<file path="src/rtl/mollusc_pkg.sv">
// +-----------------------------------------------------------------------+
// | mollusc_pkg: shared widths and the fetch entry type for the pipeline. |
// | Revision: 1.0                                                         |
// +-----------------------------------------------------------------------+
`default_nettype none

package mollusc_pkg;

  localparam int PC_W    = 32;
  localparam int INSTR_W = 32;
  localparam logic [PC_W-1:0] PC_STEP = 32'd4;

  typedef struct packed {
    logic [PC_W-1:0]    pc;
    logic [INSTR_W-1:0] instr;
  } fetch_entry_t;

endpackage

`default_nettype wire

</file>
<file path="src/rtl/fetch_queue.sv">
// +-----------------------------------------------------------------------+
// | fetch_queue: DEPTH-entry synchronous FIFO of fetch entries with clear.|
// | Revision: 1.0                                                         |
// +-----------------------------------------------------------------------+
`default_nettype none

module fetch_queue
  import mollusc_pkg::*;
#(
  parameter int DEPTH = 2
) (
  input  logic                   clk,
  input  logic                   rst_n,
  input  logic                   push,
  input  fetch_entry_t           push_data,
  input  logic                   pop,
  input  logic                   clear,
  output logic [$clog2(DEPTH):0] count,
  output fetch_entry_t           head
);

  localparam int c_aw = $clog2(DEPTH);
  localparam int c_cw = c_aw + 1;

  fetch_entry_t    r_mem [DEPTH];
  logic [c_aw-1:0] r_rd_ptr;
  logic [c_aw-1:0] r_wr_ptr;
  logic [c_cw-1:0] r_count;
  logic            w_do_pop;
  logic            w_do_push;

  // A push into a full queue is legal when the head leaves in the same cycle.
  assign w_do_pop  = pop && (r_count != '0);
  assign w_do_push = push && ((r_count != c_cw'(DEPTH)) || w_do_pop);

  always_ff @(posedge clk) begin
    if (!rst_n) begin
      r_rd_ptr <= '0;
      r_wr_ptr <= '0;
      r_count  <= '0;
      for (int i = 0; i < DEPTH; i++) r_mem[i] <= '0;
    end else if (clear) begin
      r_rd_ptr <= '0;
      r_wr_ptr <= '0;
      r_count  <= '0;
    end else begin
      if (w_do_push) begin
        r_mem[r_wr_ptr] <= push_data;
        r_wr_ptr        <= r_wr_ptr + c_aw'(1);
      end
      if (w_do_pop) r_rd_ptr <= r_rd_ptr + c_aw'(1);
      r_count <= r_count + c_cw'(w_do_push) - c_cw'(w_do_pop);
    end
  end

  assign count = r_count;
  assign head  = r_mem[r_rd_ptr];

endmodule

`default_nettype wire

</file>
<file path="src/rtl/stage_fetch.sv">
// +-----------------------------------------------------------------------+
// | stage_fetch: credit-limited instruction fetch with redirect flush.    |
// | Option macro: STAGE_FETCH_ALIGN_CHECK_EN (misaligned redirect fault). |
// | Revision: 1.0                                                         |
// +-----------------------------------------------------------------------+
`default_nettype none

module stage_fetch
  import mollusc_pkg::*;
#(
  parameter logic [31:0] RESET_PC = 32'h0000_0000,
  parameter int          QDEPTH   = 2
) (
  input  logic        clk,
  input  logic        rst_n,
  output logic        mem_req_valid,
  input  logic        mem_req_ready,
  output logic [31:0] mem_req_addr,
  input  logic        mem_resp_valid,
  input  logic [31:0] mem_resp_data,
  input  logic        redirect,
  input  logic [31:0] redirect_pc,
  output logic        out_valid,
  input  logic        out_ready,
  output logic [31:0] out_pc,
  output logic [31:0] out_instr,
  output logic        fault
);

  localparam int          c_cw         = $clog2(QDEPTH) + 1;
  localparam logic [31:0] c_align_mask = 32'hFFFF_FFFC;

  logic [PC_W-1:0] r_fetch_pc;
  logic [PC_W-1:0] r_resp_pc;
  logic [c_cw-1:0] r_outstanding;
  logic [c_cw-1:0] r_discard;
  logic [c_cw-1:0] w_outstanding_next;
  logic [c_cw-1:0] q_count;
  logic [c_cw:0]   w_in_use;
  logic [PC_W-1:0] w_redirect_pc;
  logic            w_fault;
  logic            w_req_fire;
  logic            w_push;
  logic            w_pop;
  fetch_entry_t    w_push_data;
  fetch_entry_t    q_head;

  assign w_redirect_pc = redirect_pc & c_align_mask;

`ifdef STAGE_FETCH_ALIGN_CHECK_EN
  localparam logic [0:0] c_st_run   = 1'b0;
  localparam logic [0:0] c_st_fault = 1'b1;

  logic [0:0] r_state;
  logic [0:0] w_state_next;

  always_ff @(posedge clk) begin
    if (!rst_n) r_state <= c_st_run;
    else        r_state <= w_state_next;
  end

  always_comb begin
    w_state_next = r_state;
    if (redirect) w_state_next = (redirect_pc[1:0] != 2'b00) ? c_st_fault : c_st_run;
  end

  always_comb begin
    w_fault = (r_state == c_st_fault);
  end
`else
  assign w_fault = 1'b0;
`endif

  // Requests only while every in-flight word is guaranteed a queue slot.
  assign w_in_use      = {1'b0, r_outstanding} + {1'b0, q_count};
  assign mem_req_valid = rst_n && !redirect && !w_fault && (w_in_use < (c_cw + 1)'(QDEPTH));
  assign mem_req_addr  = r_fetch_pc;
  assign w_req_fire    = mem_req_valid && mem_req_ready;

  assign w_outstanding_next = r_outstanding + c_cw'(w_req_fire) - c_cw'(mem_resp_valid);

  assign w_push      = mem_resp_valid && !redirect && !w_fault && (r_discard == '0);
  assign w_push_data = '{pc: r_resp_pc, instr: mem_resp_data};
  assign w_pop       = out_valid && out_ready;

  always_ff @(posedge clk) begin
    if (!rst_n) begin
      r_fetch_pc    <= RESET_PC & c_align_mask;
      r_resp_pc     <= RESET_PC & c_align_mask;
      r_outstanding <= '0;
      r_discard     <= '0;
    end else begin
      r_outstanding <= w_outstanding_next;
      if (redirect) begin
        r_fetch_pc <= w_redirect_pc;
        r_resp_pc  <= w_redirect_pc;
        r_discard  <= w_outstanding_next;
      end else begin
        if (w_req_fire) r_fetch_pc <= r_fetch_pc + PC_STEP;
        if (w_push)     r_resp_pc  <= r_resp_pc + PC_STEP;
        if (mem_resp_valid && (r_discard != '0)) r_discard <= r_discard - c_cw'(1);
      end
    end
  end

  fetch_queue #(
    .DEPTH (QDEPTH)
  ) u_queue (
    .clk       (clk),
    .rst_n     (rst_n),
    .push      (w_push),
    .push_data (w_push_data),
    .pop       (w_pop),
    .clear     (redirect),
    .count     (q_count),
    .head      (q_head)
  );

  assign out_valid = (q_count != '0) && !w_fault;
  assign out_pc    = q_head.pc;
  assign out_instr = q_head.instr;
  assign fault     = w_fault;

endmodule

`default_nettype wire

</file>
<file path="config.mk">
export PLATFORM = sky130hd
export DESIGN_NAME = stage_fetch
export DESIGN_NICKNAME = d
export VERILOG_FILES = /design/src/rtl/mollusc_pkg.sv /design/src/rtl/fetch_queue.sv /design/src/rtl/stage_fetch.sv
export SDC_FILE = /design/constraint.sdc
export NUM_CORES = 1
export LEC_CHECK = 0
export BUFFER_PORTS_ARGS = -buffer_cell sky130_fd_sc_hd__buf_2
export CORE_ASPECT_RATIO = 0.75
export CORE_MARGIN = 2
export CORE_UTILIZATION = 50
export DETAILED_ROUTE_END_ITERATION = 8
export PLACE_DENSITY = 0.85
export RECOVER_POWER = 100
export SLEW_MARGIN = 20
export SYNTH_ARGS = -nofsm -noshare
export SYNTH_HDL_FRONTEND = slang
export SYNTH_SLANG_ARGS = --single-unit
</file>
<file path="constraint.sdc">
create_clock -name clk -period 8.1 [get_ports clk]
set_clock_uncertainty 0.2 [all_clocks]
set_input_delay 2.43 -clock clk [delete_from_list [all_inputs] [get_ports clk]]
set_output_delay 2.43 -clock clk [all_outputs]
set_load 0.05 [all_outputs]
</file>
# After elaboration in Yosys (flattened, before gate mapping)
# Memories as Yosys holds them, arrays and structs flattened. A register that Yosys moved wholly into a read port is not among the register bits.
# Index checks and enable logic that the tools add are counted.
[word_totals] reg_bits=72 ram_bits=128 inputBits=70 out_inout_bits=99 wordCells=58 mem_count=1
[classes] add_sub_neg=10 magnitude_cmp=1 n_eq_ne=1 mux=16 bitwise=1 reduce_logical=19
[mem_list] name="u_queue.r_mem" words=2 word_bits=64 read_ports=1 rd_clocked_by_memory_dff=1 wr=2 line_no="fetch_queue.sv:25" text="fetch_entry_t r_mem [DEPTH];"
[ops] op="32-bit two-way mux" n=4
[ops] op="32-bit by 3-bit adder with 32-bit output (second input constant)" n=2
[ops] op="64-bit two-way mux" n=1
[ops] op="64-bit OR reduction" n=1
[ops] op="2-bit nonzero test" n=5
[ops] op="1-bit logical AND" n=9
[ops] op="1-bit two-way mux" n=9
[ops] op="2-bit by 1-bit adder with 2-bit output" n=2
[ops] op="2-bit two-way mux" n=2
[ops] op="2-bit by 1-bit subtractor with 2-bit output" n=2
[ops] op="2-bit by 2-bit adder with 3-bit output" n=1
[ops] op="3-bit by 2-bit < comparator with 1-bit output (second input constant)" n=1
[ops] op="1-bit adder (second input constant)" n=2
[ops] op="2-bit zero test" n=1
[ops] op="2-bit != test (second input constant)" n=1
[ops] op="2-bit OR reduction" n=1
[ops] op="2-bit by 1-bit subtractor with 2-bit output (second input constant)" n=1
[ops] op="1-bit zero test" n=1
[ops] op="1-bit logical OR" n=1
[ops] op="1-bit NOT" n=1

# Depth between registers and ports, before layout
# Gate-level depths: netlist of the first run.
[depth] word_depth=11 mapped_depth=13

# Hierarchy
# Synthesis of the first run repeated with hierarchy kept, for this count alone.
[unflattened] cells_unflattened=785 hier_area_um2=9248.9
[by_module_without_submodules] mod="fetch_queue" instances=1 cells_each=368 area_per_inst_um2=5835.6
[by_module_without_submodules] mod="stage_fetch" instances=1 cells_each=417 area_per_inst_um2=3413.3

# Worst setup path before layout of the first run
# No wires, ideal clock.
[synth_path] kind="in2reg" start="in redirect" end="mem u_queue.r_mem[0][0] (netlist name) (enable)" setup_ps=567 arrival_ps=7355 setup_slack_ps=-22 cell_stages=4 n_path_buf=1 path_cell_list="buf_2 > nor3_2 > inv_1 > o21ai_0"
[synth_lines] item="from (decl)" line_no="stage_fetch.sv:21" text="input logic redirect,"
[synth_lines] item="to (decl)" line_no="fetch_queue.sv:25"

==> results.md, run 1 <==
* Ys async rst share at 0%
* Sort of element at the start of the critical path: input port
* CTS HTree Levels at 4
* Area growth from synthesis to layout at 15.38%
* Chip width at 158.8 um
* Worst Hold Launch: u_queue.r_rd_ptr
* Timing startpoint of the critical path: mem_resp_valid
* Count of hold buffers inserted by post-cts repair at 0
* Critical path peak fanout at 62
* Static power due to leakage at 3.744 nW
* Synth Instances at 771
* Drt wl/cell at 16.98 um
* Count of unresolved DRC violations after routing at 0
* Flip-flop and latch count after synthesis at 193
* Number of max-slew violations in the final report at 353
* Number of clock buffers inserted by TritonCTS at 17
* Pre-antenna DRT Iters at 5
* Total power per unit cell area at 221.6 nW/um2
* Max Fclk at 0.1521 GHz
* Combined area of all synthesized cells at 8989 um2
* Register area share after synthesis at 56.79%
* Number of DRC violations after detailed-routing iteration 0 at 588
* Number of max-capacitance violations reported at 6
* Setup repair after global routing missed its margin: no
* Wire length of the first global-routing pass at 31860 um
* Largest net degree at the start of global routing at 85
* Total setup violations reported at the end of the flow at 0
* Worst hold margin at 0.3307 ns
* Num ports at 169
* Switching Fraction at 30.02%
* Least-Margin Pin Slew at 3.492 ns
* Dominant synthesized flop cell: sky130_fd_sc_hd__edfxtp_1
* Clock buffer depth at 2
* Via count of the first global-routing pass at 5983
* Path type of the worst setup path: in2reg
* Number of rows created at floorplan at 42
* Die area at 19080 um2
* Part of the cycle the worst path needs at 81.15%
* Status: finished with violations
* Post-synth cell types at 52
* Cell Int Power at 0.001608 W
* Most common cell after layout, fill and taps aside: sky130_fd_sc_hd__edfxtp_1
* Final TNS setup at 0 ns
* Initial antenna violation count at 0
* Number of warnings reported in the yosys synthesis log at 0
* CTS tree: built
* DR vias/cell at 5.434
* Worst path arrival time at 6.35 ns
* Mean post-synth cell area at 11.66 um2
* Post-synth EDFFs at 124
* Initial cell density of the core at 51.06%
* Aggregate global-route resource usage at 21.28%
* CP endpoint kind: register
* Reg-to-reg endpoint: u_queue.r_mem[0][20]
* Path class of the lowest-slack min-delay path: reg2reg
* # fillers at 1463
* Launching point of the worst reg2reg path: r_discard[0]
* Worst skew pair latency at 0.44 ns
* Post-CTS Resized at 0
* Share of total power in combinational logic at 15.2%
* Gr ovfl total at 0
* CTS clock-pin slew for the worst setup and hold paths at 0.07 ns
* Violated checks: max-capacitance violations, max-slew violations
* Required time of the critical path at 7.87 ns
* Number of setup buffers added after CTS at 0
* Number of antenna-violating nets in the routed design at 0
* Core outline area at 17600 um2
* Total via count after detailed routing at 6363
* Number of buffer cells added on primary ports at 161
* Overall die height at 120.1 um
* Worst voltage drop across the vdd grid at 0.1255 mV
* Depth of the worst register-to-register path at 7
* Clock root buffer: sky130_fd_sc_hd__clkbuf_16
* Final #Nets at 994
* Most used cells in the layout excluding fill and tap cells: 124 x sky130_fd_sc_hd__edfxtp_1, 97 x sky130_fd_sc_hd__clkbuf_1, 70 x sky130_fd_sc_hd__and2_0, 69 x sky130_fd_sc_hd__buf_2, 68 x sky130_fd_sc_hd__dfxtp_1
* Flop-to-flop setup slack at 3.24 ns
* Antenna fix cells at 0
* Sequential group share of total power at 50.6%
* Hold violation count in the final report at 0
* Layout cell share with drive strength beyond 1 at 18.95%
* Detailed Route WL at 19880 um
* HPWL reported at the end of detailed placement at 13180 um
* TritonCTS sink count at 193
* Share of total power in the clock network at 34.2%
* Net switching power figure at 0.0006900 W
* Min Tclk post-route at 6.573 ns
* Routability Congestion at 0.9424
* Worst slew slack as a fraction of its limit at -132.8%
* Cell count of the worst hold path at 2
## sequential cells by signal (all words and copies together), names as in the netlist, named ones only
name	count
u_queue.r_mem	124
mem_req_addr	30
r_resp_pc	30
r_discard	2
r_outstanding	2
u_queue.count	2
u_queue.r_rd_ptr	1
u_queue.r_wr_ptr	1
## cells by family after synthesis
kind of cell	after synthesis	synth area share (%)
AND/OR/NAND/NOR	288	19.46
multiplexers	64	8.004
AO/OA/AOI/OAI	99	5.958
other	1	0.04172
flip-flops	193	56.79
buffers and inverters	58	2.700
XOR/XNOR	60	5.846
adder cells (fa/ha/maj)	8	1.197
## cell type report
cell class	count	area (um2)	area share, %
Multi-Input combinational cell	524	3640	35.09
Timing Repair Buffer	168	724.4	6.985
Tap cell	242	302.8	2.920
Clock inverter	15	127.6	1.231
Sequential cell	193	5106	49.23
Inverter	12	45.04	0.4343
Clock buffer	17	425.4	4.102
## critical path: stages
cell and delay, ns:
sky130_fd_sc_hd__clkbuf_1 0.28, sky130_fd_sc_hd__nand2_1 0.19, sky130_fd_sc_hd__nor3_1 0.61, sky130_fd_sc_hd__inv_1 0.13
sky130_fd_sc_hd__o21ai_0 0.18, sky130_fd_sc_hd__clkbuf_1 2.46
## synth_stat cells (2+ instances only)
cell	n	area, um2
sky130_fd_sc_hd__dfxtp_1	69	1381
sky130_fd_sc_hd__xnor2_1	33	289.0
sky130_fd_sc_hd__o21ai_0	39	195.2
sky130_fd_sc_hd__and3_1	11	68.82
sky130_fd_sc_hd__a31oi_1	2	12.51
sky130_fd_sc_hd__nand3_1	19	95.09
sky130_fd_sc_hd__a41oi_1	2	17.52
sky130_fd_sc_hd__nor4_1	4	25.02
sky130_fd_sc_hd__and4_1	4	35.03
sky130_fd_sc_hd__nand4_4	3	63.81
sky130_fd_sc_hd__a21oi_1	47	235.2
sky130_fd_sc_hd__and2_1	132	825.8
sky130_fd_sc_hd__clkbuf_1	34	127.6
sky130_fd_sc_hd__nor2_1	16	60.06
sky130_fd_sc_hd__nor2_2	2	12.51
sky130_fd_sc_hd__nand4_1	26	162.7
sky130_fd_sc_hd__or4_1	2	15.01
sky130_fd_sc_hd__buf_2	5	25.02
sky130_fd_sc_hd__nand2_1	37	138.9
sky130_fd_sc_hd__buf_1	2	7.510
sky130_fd_sc_hd__edfxtp_1	124	3724
sky130_fd_sc_hd__nor3_1	16	80.08
sky130_fd_sc_hd__ha_1	7	87.58
sky130_fd_sc_hd__buf_4	5	37.54
sky130_fd_sc_hd__inv_1	12	45.04
sky130_fd_sc_hd__xor2_1	27	236.5
sky130_fd_sc_hd__o211ai_1	3	22.52
sky130_fd_sc_hd__mux2_2	63	709.4
sky130_fd_sc_hd__a21boi_0	2	15.01
## power groups by stage
stage          Combinational (W)  Clock (W)  Sequential, W
2_1_floorplan           0.000238          0        0.00120
3_3_place_gp            0.000355          0        0.00118
3_5_place_dp            0.000360          0        0.00118
4_1_cts                 0.000363   0.000795        0.00116
5_1_grt                 0.000372   0.000833        0.00117
6_report                0.000349   0.000785        0.00116
## per-layer routing
layer	track usage (%)	wire (um)
met1	31.35	9240
met2	31.93	8712
met3	4.701	1678
met4	5.562	248
met5	0	0
## metrics by stage
step | setup WS [ns] | power (W) | instances | util (%) | instance area [um2]
4_1_cts | 2.043 | 0.002316 | 1170 | 59.85 | 10540
3_3_place_gp | 2.048 | 0.001531 | 1138 | 56.71 | 9983
5_1_grt | 1.079 | 0.002377 | 1171 | 58.91 | 10370
2_1_floorplan | 1.264 | 0.001441 | 775 | - | 9004
6_report | 1.527 | 0.002298 | 1171 | 58.91 | 10370
3_5_place_dp | 2.046 | 0.001540 | 1138 | 56.71 | 9983
## how the worst max path moves through the flow
stage               cells after the start  slack [ns]                    to
finish                                  6        1.53  u_queue.r_mem[0][20]
global route                            6        1.08  u_queue.r_mem[1][16]
CTS                                     5        2.04         mem_req_valid
detailed placement                      5        2.05         mem_req_valid
global placement                        5        2.05         mem_req_valid
floorplan                               5        1.26         mem_req_valid
No activity file was read; power rests on OpenSTA's default activity.
==> run 2, diff against run 1 <==
--- a/config.mk
+++ b/config.mk
@@ -10,7 +10,7 @@
 export CORE_MARGIN = 2
 export CORE_UTILIZATION = 50
 export DETAILED_ROUTE_END_ITERATION = 8
-export PLACE_DENSITY = 0.85
+export PLACE_DENSITY = 0.82
 export RECOVER_POWER = 100
 export SLEW_MARGIN = 20
 export SYNTH_ARGS = -nofsm -noshare
==> constraint.sdc (replaced) <==
create_clock -name clk -period 6.15 [get_ports clk]
set_clock_uncertainty 0.2 [all_clocks]
set_input_delay 1.845 -clock clk [delete_from_list [all_inputs] [get_ports clk]]
set_output_delay 1.845 -clock clk [all_outputs]
set_load 0.05 [all_outputs]
==> run 2 against run 1 <==
The run still ends with max-capacitance violations, max-slew violations left. Setup slack worse by 0.71 ns. Non-clock buffer count up 3. Core utilization is 1.1 points higher. Sequential power is 32% higher. Sequential cell count stayed put. Worst hold slack gained 0.00085 ns. First-iteration DRC count fell by 14%. Clock power increased by 53%. Critical path depth down 1. Critical endpoint is now mem_req_valid.
==> results.md, run 2 (synthesis gave the netlist of run 1 again) <==
* Antenna fix cells at 0 (unchanged)
* Total via count after detailed routing at 6384 (+0.33%)
* Routability Congestion at 0.9089 (-3.6%)
* Path type of the worst setup path: in2out
* Number of max-slew violations in the final report at 50 (-86%)
* Min Tclk post-route at 5.335 ns
* Top cell family by delay on the critical path: buffers and inverters
* Number of clock buffers inserted by TritonCTS at 17 (unchanged)
* Number of rows created at floorplan at 42 (unchanged)
* Crit path buffers/inverters at 3 (unchanged)
* Count of hold buffers inserted by post-cts repair at 0 (unchanged)
* Max reg flops at 124 (unchanged)
* Status: finished with violations
* Static power due to leakage at 3.969 nW (+6.0%)
* Final TNS setup at 0 ns (unchanged)
* Worst path arrival time at 3.29 ns (-3.06 ns)
* Initial cell density of the core at 51.06% (unchanged)
* Clock root buffer: sky130_fd_sc_hd__clkbuf_16
* Detailed Route WL at 19960 um (+0.39%)
* Layout cell share with drive strength beyond 1 at 22.96% (+4.0 points)
* Max Fclk at 0.1874 GHz
* # fillers at 1424 (-2.7%)
* Number of DRC violations after detailed-routing iteration 0 at 508 (-14%)
* Num ports at 169 (unchanged)
* Worst voltage drop across the vdd grid at 0.1899 mV (+51%)
* Via count of the first global-routing pass at 6130 (+2.5%)
* Final std cell area, no fill at 10570 um2 (+1.9%)
* Sort of element at the start of the critical path: input port
* Count of unresolved DRC violations after routing at 0 (unchanged)
* Gr ovfl total at 0 (unchanged)
* Sequence of cells on the critical path: clkbuf_1, clkinv_1, nand2_1, nor3_1, clkbuf_1
* Number of setup buffers added after CTS at 0 (unchanged)
* Slack of the critical path at 0.8149 ns (-0.7120 ns)
* Crit-path max cell delay at 0.58 ns (-1.88 ns)
* CTS clock-pin slew for the worst setup and hold paths at 0.06 ns (about the same)
* Post-CTS Resized at 0 (unchanged)
* Total chip power at 0.003199 W (+39%)
* Initial antenna violation count at 0 (unchanged)
* CP endpoint kind: primary output
* Total setup violations reported at the end of the flow at 0 (unchanged)
* Grt met2 use at 33.35% (+1.4 points)
* Final #Nets at 997 (+0.30%)
* Fin util at 60.06% (+1.1 points)
* Number of buffer cells added on primary ports at 161 (unchanged)
* Most used cells in the layout excluding fill and tap cells: 124 x sky130_fd_sc_hd__edfxtp_1, 101 x sky130_fd_sc_hd__buf_2, 83 x sky130_fd_sc_hd__and2_1, 69 x sky130_fd_sc_hd__dfxtp_1, 64 x sky130_fd_sc_hd__clkbuf_1
* Critical path's most frequent cell: sky130_fd_sc_hd__clkbuf_1
* Wire length of the first global-routing pass at 32510 um (+2.0%)
* Die area at 19080 um2 (unchanged)
* HPWL reported at the end of detailed placement at 13560 um (+2.9%)
* Core outline area at 17600 um2 (unchanged)
* Least-Margin Pin Slew at 1.836 ns (-1.656 ns)
* Biggest register: u_queue.r_mem
* Setup WS pre-CTS at 1.227 ns (-0.8184 ns)
* Total power per unit cell area at 302.6 nW/um2 (+37%)
* Hold violation count in the final report at 0 (unchanged)
* Number of antenna-violating nets in the routed design at 0 (unchanged)
* Required time of the critical path at 4.11 ns (-3.76 ns)
* Critical path peak fanout at 18 (-71%)
* Highest-utilization routing layer at the global route stage: met2
* Grt met3 use at 4.321% (-0.38 points)
* Worst skew pair latency at 0.43 ns (about the same)
* Overall die height at 120.1 um (unchanged)
* Number of max-capacitance violations reported at 2 (-4)
* Worst-path cell with the longest stage delay: sky130_fd_sc_hd__clkbuf_1
* Clock buffer depth at 2 (unchanged)
* Pre-antenna DRT Iters at 5 (unchanged)
* Drt wl/cell at 17.00 um (+0.14%)
* TritonCTS sink count at 193 (unchanged)
* Largest net degree at the start of global routing at 85 (unchanged)
* CTS tree: built
* Path class of the lowest-slack min-delay path: reg2reg
* Chip width at 158.8 um (unchanged)
* CTS HTree Levels at 4 (unchanged)
* Setup repair after global routing missed its margin: no
* Aggregate global-route resource usage at 21.79% (+0.51 points)
* Worst slew slack as a fraction of its limit at -22.40% (+110 points)
* DR vias/cell at 5.438 (about the same)
* Most common cell after layout, fill and taps aside: sky130_fd_sc_hd__edfxtp_1
* Met1 track demand over resource in global routing at 31.65% (+0.30 points)
* Part of the cycle the worst path needs at 86.75%
* Standard cell area after detailed placement at 10020 um2 (+0.34%)
* Violated checks: max-capacitance violations, max-slew violations
* Area growth from synthesis to layout at 17.62%
==> run 2: cell types whose count changed in the layout (fill, tap and decap cells not counted), sizes merged <==
cell      change
buf          +34
bufinv        +4
clkbuf       -27
clkinv        -2
clkinvlp      -4
inv           -2
==> run 2: tightest hold or removal path, delay by kind of cell (launching register included) <==
family           cells  cell delay [ns]
XOR/XNOR             1             0.08
flip-flops           1             0.33
AND/OR/NAND/NOR      1             0.08
==> run 2: stage by stage <==
stage	std cells	hold WS, ns
floorplan	775	0.2811
global placement	1141	0.3003
detailed placement	1141	0.3233
CTS	1173	0.3408
global route	1174	0.3827
finish	1174	0.3315
==> run 2: metal layers <==
layer / routed length (um) / part of all wire (%) / up-vias
li1: - / - / 3040
met1: 9146 / 46 / 3041
met2: 8867 / 44 / 286
met3: 1758 / 8.8 / 17
met4: 184 / 0.92 / 0
met5: 0 / 0 / -
==> run 2: power by group <==
part	switching (W)	internal (W)
Combinational	0.000340	0.000130
Sequential	0.0000643	0.00147
Clock	0.000476	0.000723
Total	0.000880	0.00232
==> run 2: final cells by class <==
class	instances	area [um2]	area share, %
multi-input cells	524	3649	34.51
clock buffers	21	493.0	4.663
well taps	242	302.8	2.864
flip-flops and latches	193	5105	48.28
clock inverters	11	158.9	1.503
inverters	12	45.04	0.4260
repair buffers	171	819.5	7.752
==> run 2: path summary, 6_finish.rpt <==
kind / endpoint / slack, ns / from / cells after the start
max reg2reg: u_queue.r_mem[0][11] / 2.70 / r_discard[0] / 7
min reg2reg: register / 0.33 / u_queue.r_rd_ptr / 2
max: mem_req_valid / 0.81 / redirect / 5
min: register / 0.33 / u_queue.r_rd_ptr / 2
